$ cat src/rtl/alu_extra_seq.sv
// Multi-cycle RV32I extra-ALU stage: ADD/SUB in one cycle, SLL/SRL/SRA through an
// iterative shifter moving STEP bits per cycle, with valid/ready handshakes on both sides.
module alu_extra_seq #(
   parameter int XLEN    = 32,
   parameter int SHAMT_W = 5,
   parameter int STEP    = 4
) (
   input  logic              clock,
   input  logic              reset_n,
   input  logic              in_valid,
   output logic              in_ready,
   input  logic [2:0]        funct3,
   input  logic              alt,
   input  logic [XLEN-1:0]   operand_a,
   input  logic [XLEN-1:0]   operand_b,
   output logic              out_valid,
   input  logic              out_ready,
   output logic [XLEN-1:0]   result,
   output logic              illegal
);

   typedef enum logic [1:0] {S_IDLE, S_SHIFT, S_DONE} state_e;
   typedef enum logic [1:0] {SH_LL, SH_RL, SH_RA} shop_e;

   localparam logic [SHAMT_W-1:0] STEP_K = SHAMT_W'(STEP);

   state_e               state_q, state_d;
   shop_e                shop_q, shop_d;
   logic [XLEN-1:0]      work_q, work_d;
   logic [SHAMT_W-1:0]   rem_q, rem_d;
   logic [XLEN-1:0]      result_q, result_d;
   logic                 illegal_q, illegal_d;

   logic [SHAMT_W-1:0]   shamt;
   logic [SHAMT_W-1:0]   step_k;
   logic [XLEN-1:0]      shifted;

   // Arithmetic shift keeps the MSB, so the original sign is refilled every step.
   function automatic logic [XLEN-1:0] shift_by(input logic [XLEN-1:0] v,
                                                input shop_e op,
                                                input logic [SHAMT_W-1:0] k);
      logic [XLEN-1:0] r;
      case (op)
         SH_LL:   r = v << k;
         SH_RL:   r = v >> k;
         default: r = $signed(v) >>> k;
      endcase
      return r;
   endfunction

   assign shamt   = operand_b[SHAMT_W-1:0];
   assign step_k  = (rem_q > STEP_K) ? STEP_K : rem_q;
   assign shifted = shift_by(work_q, shop_q, step_k);

   always_ff @(posedge clock or negedge reset_n) begin
      if (!reset_n) begin
         state_q   <= S_IDLE;
         shop_q    <= SH_LL;
         work_q    <= '0;
         rem_q     <= '0;
         result_q  <= '0;
         illegal_q <= 1'b0;
      end else begin
         state_q   <= state_d;
         shop_q    <= shop_d;
         work_q    <= work_d;
         rem_q     <= rem_d;
         result_q  <= result_d;
         illegal_q <= illegal_d;
      end
   end

   always_comb begin
      state_d   = state_q;
      shop_d    = shop_q;
      work_d    = work_q;
      rem_d     = rem_q;
      result_d  = result_q;
      illegal_d = illegal_q;
      case (state_q)
         S_IDLE: begin
            if (in_valid) begin
               case (funct3)
                  3'd0: begin
                     result_d  = alt ? (operand_a - operand_b) : (operand_a + operand_b);
                     illegal_d = 1'b0;
                     state_d   = S_DONE;
                  end
                  3'd1, 3'd5: begin
                     shop_d    = (funct3 == 3'd1) ? SH_LL : (alt ? SH_RA : SH_RL);
                     illegal_d = 1'b0;
                     if (shamt == '0) begin
                        result_d = operand_a;
                        state_d  = S_DONE;
                     end else begin
                        work_d  = operand_a;
                        rem_d   = shamt;
                        state_d = S_SHIFT;
                     end
                  end
                  default: begin
                     result_d  = '0;
                     illegal_d = 1'b1;
                     state_d   = S_DONE;
                  end
               endcase
            end
         end
         S_SHIFT: begin
            work_d = shifted;
            rem_d  = rem_q - step_k;
            if (rem_q == step_k) begin
               result_d = shifted;
               state_d  = S_DONE;
            end
         end
         S_DONE: begin
            if (out_ready) state_d = S_IDLE;
         end
         default: state_d = S_IDLE;
      endcase
   end

   always_comb begin
      in_ready  = (state_q == S_IDLE);
      out_valid = (state_q == S_DONE);
      result    = result_q;
      illegal   = illegal_q;
   end

endmodule

$ cat config.mk
export PLATFORM = sky130hd
export DESIGN_NAME = alu_extra_seq
export DESIGN_NICKNAME = d
export VERILOG_FILES = /design/src/rtl/alu_extra_seq.sv
export SDC_FILE = /design/constraint.sdc
export NUM_CORES = 1
export LEC_CHECK = 0
export ABC_AREA = 1
export ABC_CLOCK_PERIOD_IN_PS = 2200
export CORE_ASPECT_RATIO = 2
export CORE_MARGIN = 1.5
export CORE_UTILIZATION = 50
export CTS_CLUSTER_DIAMETER = 120
export DETAILED_ROUTE_END_ITERATION = 7
export PLACE_DENSITY = 0.8
export SYNTH_ARGS = -nofsm -noshare
export SYNTH_HDL_FRONTEND = slang
export SYNTH_SLANG_ARGS = --single-unit
$ cat constraint.sdc
create_clock -name clock -period 2.2 [get_ports clock]
set_input_delay 0.44 -clock clock [delete_from_list [all_inputs] [get_ports clock]]
set_output_delay 0.44 -clock clock [all_outputs]
set_load 0.02 [all_outputs]
==> PnR_summary.wiki <==
{| class="wikitable"
! Metric !! Value
|-
| Crit end category || register
|-
| Required time of the critical path || 2.44 ns
|-
| Fraction of the yosys area taken by sequential cells || 19.9%
|-
| Number of enable flip-flop cells after synthesis || 0
|-
| Biggest area consumer among synthesized cells || dfrtp_1
|-
| Avg Vias per Cell || 6.06
|-
| Setup tns final || -20.25 ns
|-
| Syn Nets || 1734
|-
| Avg WL per Cell || 20.3 um
|-
| Number of antenna-violating nets in the routed design || 0
|-
| Number of distinct library cells after synthesis || 49
|-
| Finish-stage setup viols || 28
|-
| Mean instance size in the synthesized netlist || 5.73 um2
|-
| Achievable Freq || 313 MHz
|-
| Category of cells accounting for the largest share of critical-path delay || simple AND/OR/NAND/NOR gates
|-
| Number of synthesized register bits || 74
|-
| RSZ-0062 raised after global routing || true
|-
| Area share of xor/xnor cells in the synthesized design || 2.82%
|-
| Clock latency of the later-clocked register in the worst-skew pair || 0.34 ns
|-
| Filler Cell Count || 1280
|-
| Run status || complete, but fails checks
|-
| WP data arrival || 3.43 ns
|-
| Endpoint of the lowest-slack register-to-register path || result[18]$_DFFE_PN0P_
|-
| Area of the core region || 18300 um2
|-
| Clock tree from TritonCTS || yes
|-
| Total grt overflow || 0
|-
| Clock sink count || 74
|-
| FFs w/ async S/R, synth || 100%
|-
| Final hold violations || 0
|-
| Pre-Repair DR Iteration Count || 7
|-
| RR Startpoint || rem_q[3]$_DFFE_PN0P_
|-
| Chip width || 99.5 um
|-
| Area share of and/or/nand/nor cells after synthesis || 45.2%
|-
| Wire length of the first global-routing pass || 60.0 mm
|-
| Largest voltage drop on the vdd net || 764 uV
|-
| Site Rows || 70
|-
| Cell at the root of the clock tree || clkbuf_16
|-
| Register-to-register path setup slack || 0.01 ns
|-
| Synth top area cells || dfrtp_1, nand2_1, nand3_1
|-
| Total number of yosys warnings || 0
|-
| Leakage power || 7.23 nW
|-
| Routed vias || 13000
|-
| Layout Skew || 0.00405 ns
|-
| Hold/Removal Path Class || input port to asynchronous set/reset pin
|-
| Pin count of the biggest net entering global routing || 69
|-
| Final clock period utilization by the worst path || 145%
|-
| DIE AREA || 19500 um2
|-
| Max-slew violation total from the final report || 0
|-
| Number of DRC violations after detailed-routing iteration 0 || 1104
|-
| Worst Reg2Reg Path Length in Cells || 13
|-
| Cell area after synthesis || 9320 um2
|-
| I/O pin cnt || 107
|-
| Fraction of final layout cells with drive strength greater than 1 || 33.8%
|-
| Final worst-path setup slack || -0.993 ns
|-
| Global Route Usage Sum || 38.9%
|-
| H-tree depth || 3
|-
| Most instantiated cells after synthesis || nand2_1, nand3_1, inv_1, nor2_1, a21oi_1
|-
| Cell count after synthesis || 1627
|-
| Dominant register cell in the synthesized netlist || dfrtp_1
|-
| Net count reported at finish || 2027
|-
| Critical path's largest stage delay || 0.32 ns
|-
| Kind of start point of the critical path || input port
|-
| Vias in the first global route || 12200
|-
| HPWL after detailed placement || 29.5 mm
|-
| Synth-to-layout area growth || 55.0%
|-
| Failing checks || setup timing
|-
| Area fraction in compound gates after synthesis || 13.9%
|-
| Hold_buf cts || 0
|-
| Combinational family with the most area after synthesis || simple AND/OR/NAND/NOR gates
|-
| WS Path Type || input port to register
|-
| Post-route total power || 15.8 mW
|-
| Critical Path Source || operand_b[0]
|-
| WP buf/inv || 6
|-
| Total CTS buffers || 9
|-
| Clock slew at the register clock pins of the worst setup and hold paths || 0.06 ns
|-
| Effective utilization at floorplan || 50.9%
|-
| Number of design rule violations left after detail routing || 0
|-
| Maximum Capacitance Violations || 0
|-
| Seq. cell area || 1850 um2
|-
| Multiplexer share of the synthesized area || 0%
|-
| Proportion of netlist area held by the largest area contributor || 19.9%
|-
| PwrDens || 1090 nW/um2
|-
| Most numerous cell in the Yosys netlist || nand2_1
|-
| Area of combinational cells with multiple inputs || 7830 um2
|-
| Routability cong. || 0.976
|-
| Initial antenna violation count || 0
|-
| Adder and majority gate portion of the synthesized area || 4.78%
|-
| Highest fanout seen on the critical path || 4
|-
| Final period demand of the worst path || 3.19 ns
|-
| Dominant cell type by count on the critical path || nand2_1
|-
| Worst path slowest cell || ha_4
|-
| Worst-path cell chain || buf_8 -> buf_6 -> nor3_4 -> nand2_2 -> buf_6 -> nor3_4 -> a21oi_2 -> xor2_1 -> inv_1 -> ha_4 -> nand2_4 -> buf_6 -> nor2_4 -> nand2_1 -> nor2_1 -> nand2_1 -> nand3_1 -> nand2_1 -> nand3_1 -> nand3_1 -> nand2_1 -> inv_1
|-
| Diode insertion count for antenna repair || 0
|-
| Deepest clock path buffer count || 2
|-
| IO Port Bufs || 106
|-
| CP Capture Point || result[25]$_DFFE_PN0P_
|-
| Die height || 196 um
|-
| Logic depth of the worst path, buffers included || 22
|-
| Wire length reported by the detailed router || 43.5 mm
|}
[per-layer routing]
layer / up-vias / routed length (um) / global-route usage, %
li1: 5871 / - / -
met1: 6032 / 14300 / 40.4
met2: 781 / 22000 / 73.7
met3: 290 / 3010 / 2.71
met4: 0 / 4100 / 24.2
met5: - / 0 / 0
[layout make-up]
cell class / count / area share [%]
Clock buffer: 10 / 1.59
Clock inverter: 6 / 0.953
Inverter: 235 / 6.40
Multi-Input combinational cell: 1247 / 54.3
Sequential cell: 74 / 12.8
Tap cell: 216 / 1.87
Timing Repair Buffer: 353 / 22.1
[cells in the final DEF, fill, tap and decap left out, types with 17 or more instances in the layout]
cell type | netlist | routed
a21oi_1 | 96 | 69
a21oi_2 | 1 | 22
a22oi_1 | 19 | 19
a31oi_1 | 23 | 23
buf_4 | 5 | 199
buf_6 | 4 | 40
clkdlybuf4s50_1 | 0 | 84
dfrtp_1 | 74 | 74
ha_4 | 0 | 21
inv_1 | 228 | 182
inv_2 | 4 | 41
nand2_1 | 492 | 373
nand2_2 | 3 | 82
nand2_4 | 1 | 39
nand3_1 | 278 | 244
nand3_2 | 3 | 29
nand4_1 | 17 | 17
nor2_1 | 98 | 54
nor2_2 | 0 | 23
nor2_4 | 4 | 25
o21ai_0 | 37 | 17
o21ai_1 | 11 | 22
or2_2 | 23 | 21
xor2_1 | 28 | 27
[logic make-up (layout without fill, tap and decap cells)]
logic type	Yosys count	in the layout
simple gates	958	958
buf+inv	306	604
compound gates	223	223
flops	74	74
fa+ha+maj	35	35
xor+xnor	30	30
other cells	1	1
[worst min path at each step]
stage	start	to	slack, ns	cells after the start
floorplan	reset_n	illegal$_DFFE_PN0P_	0.14	0
global placement	reset_n	result[6]$_DFFE_PN0P_	0.42	1
detailed placement	reset_n	result[6]$_DFFE_PN0P_	0.42	1
CTS	reset_n	result[2]$_DFFE_PN0P_	0.06	1
global route	reset_n	result[2]$_DFFE_PN0P_	0.09	1
finish	reset_n	result[4]$_DFFE_PN0P_	0.05	1
[where the power goes]
group          total, mW  switching, mW  internal, mW
Combinational       11.4           6.93          4.42
Clock               1.86          0.628          1.23
Sequential          2.54          0.498          2.04
Total               15.8           8.06          7.70
[worst reg2reg max path, delay by kind of cell, from the launching register on]
family / cells / cell delay [ns]
flops: 1 / 0.41
buf+inv: 3 / 0.38
simple gates: 10 / 1.29
[sequential cells by signal (all words and copies together), names as in the netlist]
| signal | count |
|---|---|
| result | 32 |
| work_q | 32 |
| rem_q | 5 |
| shop_q | 2 |
| state_q | 2 |
| illegal | 1 |
[per-stage QoR]
stage	hold slack (ns)	area, um2	setup slack [ns]	utilization, %	std cells
global placement	0.417	12400	-1.66	67.7	2099
detailed placement	0.420	12400	-1.71	67.7	2099
finish	0.0464	14400	-0.993	78.9	2141
floorplan	0.144	9640	-0.559	-	1627
global route	0.0868	14400	-1.05	78.9	2141
CTS	0.0647	13700	-0.597	74.6	2129
[repair_timing]
item / in CTS / in global routing
setup endpoints to repair: 71 / 33
pin swaps: 114 / 126
setup buffers: 16 / 13
gates resized for setup: 287 / 202
Note: power is estimated with default switching activity, not from simulation.
